===== src/rtl/prog_mem_ctrl.sv =====
// prog_mem_ctrl: program memory sequencer arbitrating boot-loader writes and CPU fetch reads.
module prog_mem_ctrl #(
  parameter int DATA_SIZE = 16,
  parameter int ADDR_SIZE = 4
) (
  input  logic                 clk,
  input  logic                 rstn,
  input  logic                 ld_start,
  input  logic                 ld_valid,
  output logic                 ld_ready,
  input  logic [DATA_SIZE-1:0] ld_data,
  input  logic                 ld_last,
  input  logic                 fetch_req,
  output logic                 fetch_gnt,
  input  logic [ADDR_SIZE-1:0] fetch_addr,
  output logic                 fetch_rvalid,
  output logic [DATA_SIZE-1:0] fetch_data,
  output logic                 fetch_err,
  output logic                 cpu_run,
  output logic [ADDR_SIZE:0]   prog_len,
  output logic                 mem_W,
  output logic [ADDR_SIZE-1:0] mem_ADDR,
  output logic [DATA_SIZE-1:0] mem_DATA_WR,
  input  logic [DATA_SIZE-1:0] mem_DATA
);
  typedef enum logic [1:0] {IDLE, LOAD, RUN} state_t;
  state_t state_q, state_d;
  logic [ADDR_SIZE-1:0] wr_ptr_q, wr_ptr_d;
  logic [ADDR_SIZE:0] prog_len_q, prog_len_d;
  logic rvalid_q, err_q, in_load, wr_en, full;
  assign in_load      = state_q == LOAD;
  assign wr_en        = in_load & ld_valid & ~ld_start;
  assign full         = &wr_ptr_q;
  assign ld_ready     = in_load;
  assign cpu_run      = state_q == RUN;
  assign fetch_gnt    = cpu_run & fetch_req;
  assign mem_W        = wr_en;
  assign mem_ADDR     = in_load ? wr_ptr_q : fetch_addr;
  assign mem_DATA_WR  = ld_data;
  assign fetch_data   = mem_DATA;
  assign fetch_rvalid = rvalid_q;
  assign fetch_err    = err_q;
  assign prog_len     = prog_len_q;
  // the pointer parks on the last address when memory fills; only LOAD re-entry clears it
  always_comb begin
    state_d    = state_q;
    wr_ptr_d   = wr_ptr_q;
    prog_len_d = prog_len_q;
    if (ld_start) begin
      state_d    = LOAD;
      wr_ptr_d   = '0;
      prog_len_d = '0;
    end else if (wr_en) begin
      prog_len_d = prog_len_q + (ADDR_SIZE+1)'(1);
      wr_ptr_d   = full ? wr_ptr_q : wr_ptr_q + ADDR_SIZE'(1);
      state_d    = (ld_last | full) ? RUN : LOAD;
    end
  end
  always_ff @(posedge clk or negedge rstn) begin
    if (!rstn) begin
      state_q    <= IDLE;
      wr_ptr_q   <= '0;
      prog_len_q <= '0;
      rvalid_q   <= 1'b0;
      err_q      <= 1'b0;
    end else begin
      state_q    <= state_d;
      wr_ptr_q   <= wr_ptr_d;
      prog_len_q <= prog_len_d;
      rvalid_q   <= fetch_gnt;
      err_q      <= fetch_gnt & ({1'b0, fetch_addr} >= prog_len_q);
    end
  end
endmodule


===== config.mk =====
export PLATFORM = sky130hd
export DESIGN_NAME = prog_mem_ctrl
export DESIGN_NICKNAME = d
export VERILOG_FILES = /design/src/rtl/prog_mem_ctrl.sv
export SDC_FILE = /design/constraint.sdc
export NUM_CORES = 1
export LEC_CHECK = 0
export BUFFER_PORTS_ARGS = -buffer_cell sky130_fd_sc_hd__buf_2
export CAP_MARGIN = 30
export CORE_MARGIN = 10
export CORE_UTILIZATION = 35
export CTS_CLUSTER_DIAMETER = 150
export CTS_CLUSTER_SIZE = 28
export DETAILED_ROUTE_END_ITERATION = 7
export PLACE_DENSITY = 0.76
export SYNTH_ARGS = -nofsm -noshare
export SYNTH_HDL_FRONTEND = slang
export SYNTH_SLANG_ARGS = --single-unit

===== constraint.sdc =====
create_clock -name clk -period 1.8 [get_ports clk]
set_input_delay 0.18 -clock clk [delete_from_list [all_inputs] [get_ports clk]]
set_output_delay 0.18 -clock clk [all_outputs]
set_load 0.02 [all_outputs]

; After elaboration in Yosys (flattened, before gate mapping)
; Index checks and enable logic that the tools add are counted.
; W data, S select, Z words.
[word_totals]
word_cells = 29
register_bits = 13
input_bits = 42
out_inout_bits = 47
[classes]
bitwise_logic = 6
addsub = 2
reduce_logical = 3
eq_ne = 3
order_cmp = 1
muxes = 9
[ops]
columns = operator, count
row1 = $mux W4, 4
row2 = $mux W5, 2
row3 = $mux W2, 3
row4 = $add A5 B1 Y5 const B, 1
row5 = $ge A4 B5 Y1, 1
row6 = $add A4 B1 Y4 const B, 1
row7 = $and A1 B1 Y1, 4
row8 = $reduce_and A4 Y1, 1
row9 = $eq A2 B1 Y1 const B, 1
row10 = $eq A2 B2 Y1 const B, 1
row11 = $ne A2 B2 Y1 const B, 1
row12 = $reduce_and A2 Y1, 1
row13 = $reduce_bool A2 Y1, 1
row14 = $not A1 Y1, 1
row15 = $or A1 B1 Y1, 1

; Logic depth before layout (Yosys ltp)
; Gate-level depths: netlist of run 1.
[depth]
depth_word = 5
ltp_mapped = 6
depth_no_buf = 6

; Worst setup path after synthesis of run 1
; No wires, ideal clock.
[synth_path]
kind = register to register
start = reg prog_len_q[0], in the netlist prog_len[0]
end = reg err_q, in the netlist fetch_err
slack_ns = 0.317
required_ns = 1.666
synth_period_minus_slack_ns = 1.483
setup_time_ns = 0.134
n_path_buf = 0
stages_incl_launch_ff = 6
t_arrival_ns = 1.349
cell_sequence = dfrtp_1 ha_1 nand2b_1 a21o_1 a211oi_1 nor4b_1
[synth_via]
elab_chain_cells = 2
[synth_rtl]
columns = element, line
row1 = "start, declared", 29  ; logic [ADDR_SIZE:0] prog_len_q, prog_len_d;
row2 = "start signal, assigned", 69  ; prog_len_q <= prog_len_d;
row3 = $ge A4 B5 Y1, 71  ; err_q <= fetch_gnt & ({1'b0, fetch_addr} >= prog_len_q);
row4 = $and A1 B1 Y1, 71
row5 = "end signal, assigned", 71
row6 = "end, declared", 30  ; logic rvalid_q, err_q, in_load, wr_en, full;
; No other way between the ends.
; A chain may end at the register's enable or synchronous reset.

; Worst setup path after layout of run 1
[layout_path]
start = reg state_q[0]
end = out mem_ADDR[3]
[layout_via]
elab_chain_cells = 2
[layout_rtl]
columns = element, line
row1 = "start, declared", 27  ; state_t state_q, state_d;
row2 = "start signal, assigned", 67  ; state_q <= state_d;
row3 = $eq A2 B1 Y1, 31  ; assign in_load = state_q == LOAD;
row4 = $mux W4, 38  ; assign mem_ADDR = in_load ? wr_ptr_q : fetch_addr;
row5 = "end, declared", 22  ; output logic [ADDR_SIZE-1:0] mem_ADDR,
; No other way between the ends.

==> results of run 1 <==
state kept, by name, indices dropped and copies added, names as in the netlist:
register      flops
fetch_rvalid      1
state_q           2
fetch_err         1
wr_ptr_q          4
prog_len          5
kinds of logic after synthesis:
family          count (synthesis)  share of synthesized area
flops                          13                      0.330
xor+xnor                        7                     0.0623
fa+ha+maj                       6                     0.0762
mux                             4                     0.0457
simple gates                   29                      0.159
compound gates                  7                     0.0445
buf+inv                        40                      0.282
cells in the final DEF, fill, tap and decap left out, types with 3 or more instances in the layout:
master    Yosys  layout
buf_2         0      24
dfrtp_1      13      13
xor2_1        3       3
nor2_1       10      10
inv_1         6       6
nand3_1       4       4
ha_1          6       6
a21oi_1       3       3
xnor2_1       4       4
clkbuf_4      0       3
mux2_2        4       4
nand2_1       6       6
worst max path at each step:
stage	from	endpoint	slack, ns
2_1_floorplan	prog_len[0]	fetch_err	0.32
3_3_place_gp	prog_len[0]	fetch_err	0.39
3_5_place_dp	prog_len[0]	fetch_err	0.30
4_1_cts	state_q[0]	mem_ADDR[3]	0.18
5_1_grt	state_q[1]	mem_ADDR[3]	0.09
6_report	state_q[0]	mem_ADDR[3]	0.21
layout make-up:
class                      count  area share
multi-input combinational     53       0.413
sequential                    13       0.352
timing repair buffer          25       0.141
tap                           31      0.0419
clock buffer                   4      0.0284
inverter                       6      0.0244
through the flow:
step                       util  setup WS (ns)  std cells
after floorplan               -          0.317        106
after global placement    0.325          0.386        127
after detailed placement  0.325          0.297        127
after CTS                 0.338          0.184        132
after global routing      0.338         0.0945        132
final                     0.338          0.207        132
critical path: stages (launching register included):
cell and delay, ns:
dfrtp_1 0.42, nand2_1 0.19, mux2_2 0.37, buf_2 0.16
report_power, final:
group          switching (mW)  internal, mW  total, mW  leakage [nW]
sequential             0.0171         0.306      0.323         0.174
combinational          0.0902        0.0629      0.153         0.300
clock                  0.0906        0.0858      0.176        0.0150
total                   0.198         0.455      0.653         0.490
routing by layer:
metal / track usage / share of wire / up-vias
li1: - / - / 303
met1: 0.0728 / 0.33 / 297
met2: 0.126 / 0.49 / 40
met3: 0.0503 / 0.16 / 14
met4: 0.0422 / 0.023 / 0
met5: 0 / 0 / -
==> summary.txt, run 1 <==
Layout
  • Nets: 150
  • Antenna diodes: 0
  • Area growth, synth to finish: -6.10%
  • Layout cells sized above 1: 0.327
  • Post-route cell area: 925 sq um
  • Area occupied by multi-input gates: between 300 and 400 sq um
  • Storage cell area: ~330 sq um
  • Fillers: roughly 300

STA
  • Worst-Margin Slew: slightly below 0.4 ns
  • Clk_skew: 0.00221 ns
  • Hold Vio Cnt, Final: 0
  • Final Cycle Share: 0.885
  • Worst slew margin: 0.735
  • Tmin final: between 1.5 and 2 ns
  • Max Clk Rate: 628 MHz
  • Hold_ws: between 0.15 and 0.2 ns
  • Max-slew violations: 0
  • Setup TNS: 0 ns
  • Final setup fails: 0
  • RSZ-0062 raised after global routing: false

Worst hold path
  • Hold Path Class: in -> reg
  • Depth of the worst hold-timing path: 2
  • Hold path start: fetch_req
  • Hold EP: fetch_rvalid

Clock network
  • CTS tree: yes
  • PostCTS Resize Cnt: 0
  • Clk_lat worst skew: between 0.2 and 0.3 ns
  • Setup Buffers After CTS: 0
  • Max clock buf depth: 2
  • Reg clk slew, reported paths: 0.07 ns
  • Hold_buf cts: 1
  • H-tree levels: 1
  • Total CTS buffers: 3
  • CTS Sinks: 13
  • Clk root buf: clkbuf_4

Global route
  • First-pass GRT wire length: ~3.3 mm
  • Global route overflow: 0
  • Via count of the first global-routing pass: about 700
  • Largest net degree at the start of global routing: 14
  • GRT Util Overall: 0.0776
  • Initial antenna violation count: 0

Placed design
  • Placed Area: approximately 890 sq um
  • IO buf count: 24
  • Routability cong.: approximately 0.75
  • DP Wirelength: between 1.5 and 2 mm

Critical path
  • RR Startpoint: prog_len[0]
  • Critical path endpoint category: output port
  • Startpoint class of the critical path: flip-flop
  • Worst Path Arrival: roughly 1.4 ns
  • WP data required: 1.62 ns
  • RR Endpoint: fetch_err
  • Worst R2R Setup Slack: a little under 0.3 ns
  • Crit Path Max Fanout: 5
  • Crit Path Class: reg -> out
  • Worst Reg-to-Reg Cells: 5

Routing
  • Vias: between 600 and 700
  • WL final: around 2 mm
  • Pre-antenna DRT Iters: 4
  • Drt via density: roughly 5
  • DRC marker count from the first detailed-route iteration: 22
  • Wirelength per Cell: between 15 and 20 microns
  • Drt drc: 0
  • Final ANT Viol Nets: 0

Flow run
  • # Max-Cap Violations: 0

Synthesis
  • Syn Inst Count: about 110
  • Syn_area_per_cell: 9.29 sq um
  • Post-synthesis sequential area ratio: 0.330
  • Post-synth top cells: 32 x buf_4, 13 x dfrtp_1, 10 x nor2_1
  • Cell taking the most area after synthesis: dfrtp_1
  • Netlist Area Pre-Place: slightly below 1000 sq um
  • Post-synth top area share: 0.330
  • Yosys reg bits: 13
  • Post-synth ARST share: 1.00
  • Syn. warnings: 0
  • Count leader, synth: buf_4
  • Distinct cells, synth: 26
  • Post-synth EDFFs: 0
  • Syn nets: roughly 150
  • Area contributors post-synth: dfrtp_1 33%, buf_4 24%, ha_1 7.6%, mux2_2 4.6%, nor2_1 3.8%
  • Post-synth top flop: dfrtp_1

Pwr
  • PD cells: 706 nW/um^2
  • Total power: roughly 0.65 mW
  • Leakage: 0.490 nW
  • Peak supply drop: 0.273 mV

Floorplanning
  • Die width: approximately 73 microns
  • DIE HEIGHT: roughly 73 microns
  • Core Area: ~2700 sq um
  • # rows: 19
  • Starting density of the core: 0.360
  • Ports: roughly 90
  • DIE AREA: between 5000 and 6000 sq um

Run status
  • Status: completed
(Power assumes the default switching activity.)
==> inputs of run 2 (changes only) <==
--- a/config.mk
+++ b/config.mk
@@ -9,6 +9,7 @@
 export CAP_MARGIN = 30
 export CORE_MARGIN = 10
 export CORE_UTILIZATION = 35
+export CTS_BUF_LIST = sky130_fd_sc_hd__clkbuf_4
 export CTS_CLUSTER_DIAMETER = 150
 export CTS_CLUSTER_SIZE = 28
 export DETAILED_ROUTE_END_ITERATION = 7
==> run 2 against run 1 <==
Effect of this change: critical endpoint unchanged; clock skew rose by 0.0044 ns; worst hold slack got worse by 0.00073 ns; register-to-register slack barely moved.
==> summary.txt, run 2 (synthesis results as in run 1) <==
Routing
  • WL final: ~2 mm
  • Drt via density: ~4.9
  • Pre-antenna DRT Iters: 6
  • DRC marker count from the first detailed-route iteration: 29
  • Wirelength per Cell: about 16 microns
  • Vias: 652
  • Final ANT Viol Nets: 0
  • Drt drc: 0

Global route
  • Global route overflow: 0
  • Initial antenna violation count: 0
  • Largest net degree at the start of global routing: 14
  • First-pass GRT wire length: about 3.3 mm
  • GRT Util Overall: 0.0776
  • Via count of the first global-routing pass: 701

Clock network
  • Reg clk slew, reported paths: ~0.070 ns
  • CTS Sinks: 13
  • Max clock buf depth: 2
  • Hold_buf cts: 1
  • CTS tree: yes
  • PostCTS Resize Cnt: 0
  • Clk root buf: clkbuf_4
  • Clk_lat worst skew: about 0.27 ns
  • Setup Buffers After CTS: 0
  • H-tree levels: 1
  • Total CTS buffers: 3

Worst hold path
  • Hold Path Class: in -> reg
  • Depth of the worst hold-timing path: 2

STA
  • Tmin final: 1.59 ns
  • Max-slew violations: 0
  • Hold Vio Cnt, Final: 0
  • Setup TNS: 0 ns
  • RSZ-0062 raised after global routing: false
  • Final setup fails: 0
  • Worst slew margin: 0.735
  • Final Cycle Share: 0.886
  • Max Clk Rate: ~630 MHz
  • Clk_skew: around 0.0066 ns
  • Worst-Margin Slew: 0.398 ns

Layout
  • Layout cells sized above 1: 0.337
  • Post-route cell area: approximately 930 sq um
  • Commonest non-fill, non-tap cells in the layout: 24 x buf_2, 13 x dfrtp_1, 10 x nor2_1
  • Nets: 150
  • Area growth, synth to finish: -5.72%
  • Commonest non-fill, non-tap cell in the layout: buf_2
  • Storage cell area: 325 sq um
  • Fillers: 294
  • Number of flip-flops in the largest register: 5
  • Area occupied by multi-input gates: 382 sq um
  • Antenna diodes: 0

Floorplanning
  • DIE AREA: approximately 5300 sq um
  • Die width: around 73 microns
  • Starting density of the core: 0.360
  • DIE HEIGHT: ~73 microns
  • Ports: slightly below 90
  • Core Area: ~2700 sq um
  • # rows: 19

Critical path
  • WP data required: approximately 1.6 ns
  • Startpoint class of the critical path: flip-flop
  • Crit Path Class: reg -> out
  • Worst Path Arrival: between 1 and 1.5 ns
  • Worst Reg-to-Reg Cells: 5
  • Critical path endpoint category: output port
  • Crit Path Max Fanout: 5

Placed design
  • DP Wirelength: roughly 1.7 mm
  • Placed Area: 888 sq um
  • Routability cong.: ~0.75
  • IO buf count: 24

Flow run
  • # Max-Cap Violations: 0

Pwr
  • PD cells: about 720 nW/um^2
  • Leakage: between 0.4 and 0.5 nW
  • Peak supply drop: approximately 0.29 mV

Run status
  • Status: completed
==> run 2: cell counts in the layout (fill, tap and decap cells not counted) <==
No cell type changed its count.
==> run 2: layer usage <==
layer,track usage,share of wire,up-vias
met5,0,0,-
met4,0.0422,0.030,0
met3,0.0503,0.14,16
met2,0.126,0.48,33
met1,0.0728,0.35,300
li1,-,-,303
==> run 2: area by class of cell <==
class | instances | area share
multi-input cells | 53 | 0.411
well taps | 31 | 0.0418
repair buffers | 25 | 0.140
clock buffers | 4 | 0.0323
inverters | 6 | 0.0243
flip-flops and latches | 13 | 0.350
==> run 2: final timing paths <==
kind / start / end / slack, ns
max: state_q[0] / mem_ADDR[3] / 0.21
min: fetch_req / fetch_rvalid / 0.16
max reg2reg: prog_len[0] / fetch_err / 0.28
min reg2reg: prog_len[4] / fetch_err / 0.49
max in group asynchronous: rstn / state_q[1] / 1.25
min in group asynchronous: rstn / prog_len[0] / 0.32
==> run 2: report_power, final <==
group / total (mW) / internal, mW / switching, mW / leakage (nW)
combinational: 0.153 / 0.0629 / 0.0905 / 0.300
clock: 0.196 / 0.101 / 0.0948 / 0.0184
sequential: 0.323 / 0.306 / 0.0172 / 0.174
total: 0.672 / 0.470 / 0.202 / 0.493
==> run 2: worst max-delay path: stages (launching register included) <==
cell	delay, ns
dfrtp_1	0.42
nand2_1	0.19
mux2_2	0.37
buf_2	0.16
==> run 2: stage by stage <==
step	util	hold WS, ns	worst slack, ns	power, mW	std cells
2_1_floorplan	-	-0.116	0.317	0.535	106
6_report	0.340	0.163	0.206	0.672	132
3_3_place_gp	0.325	0.0764	0.386	0.479	127
5_1_grt	0.340	0.182	0.0949	0.715	132
3_5_place_dp	0.325	0.0832	0.297	0.484	127
4_1_cts	0.340	0.155	0.186	0.685	132
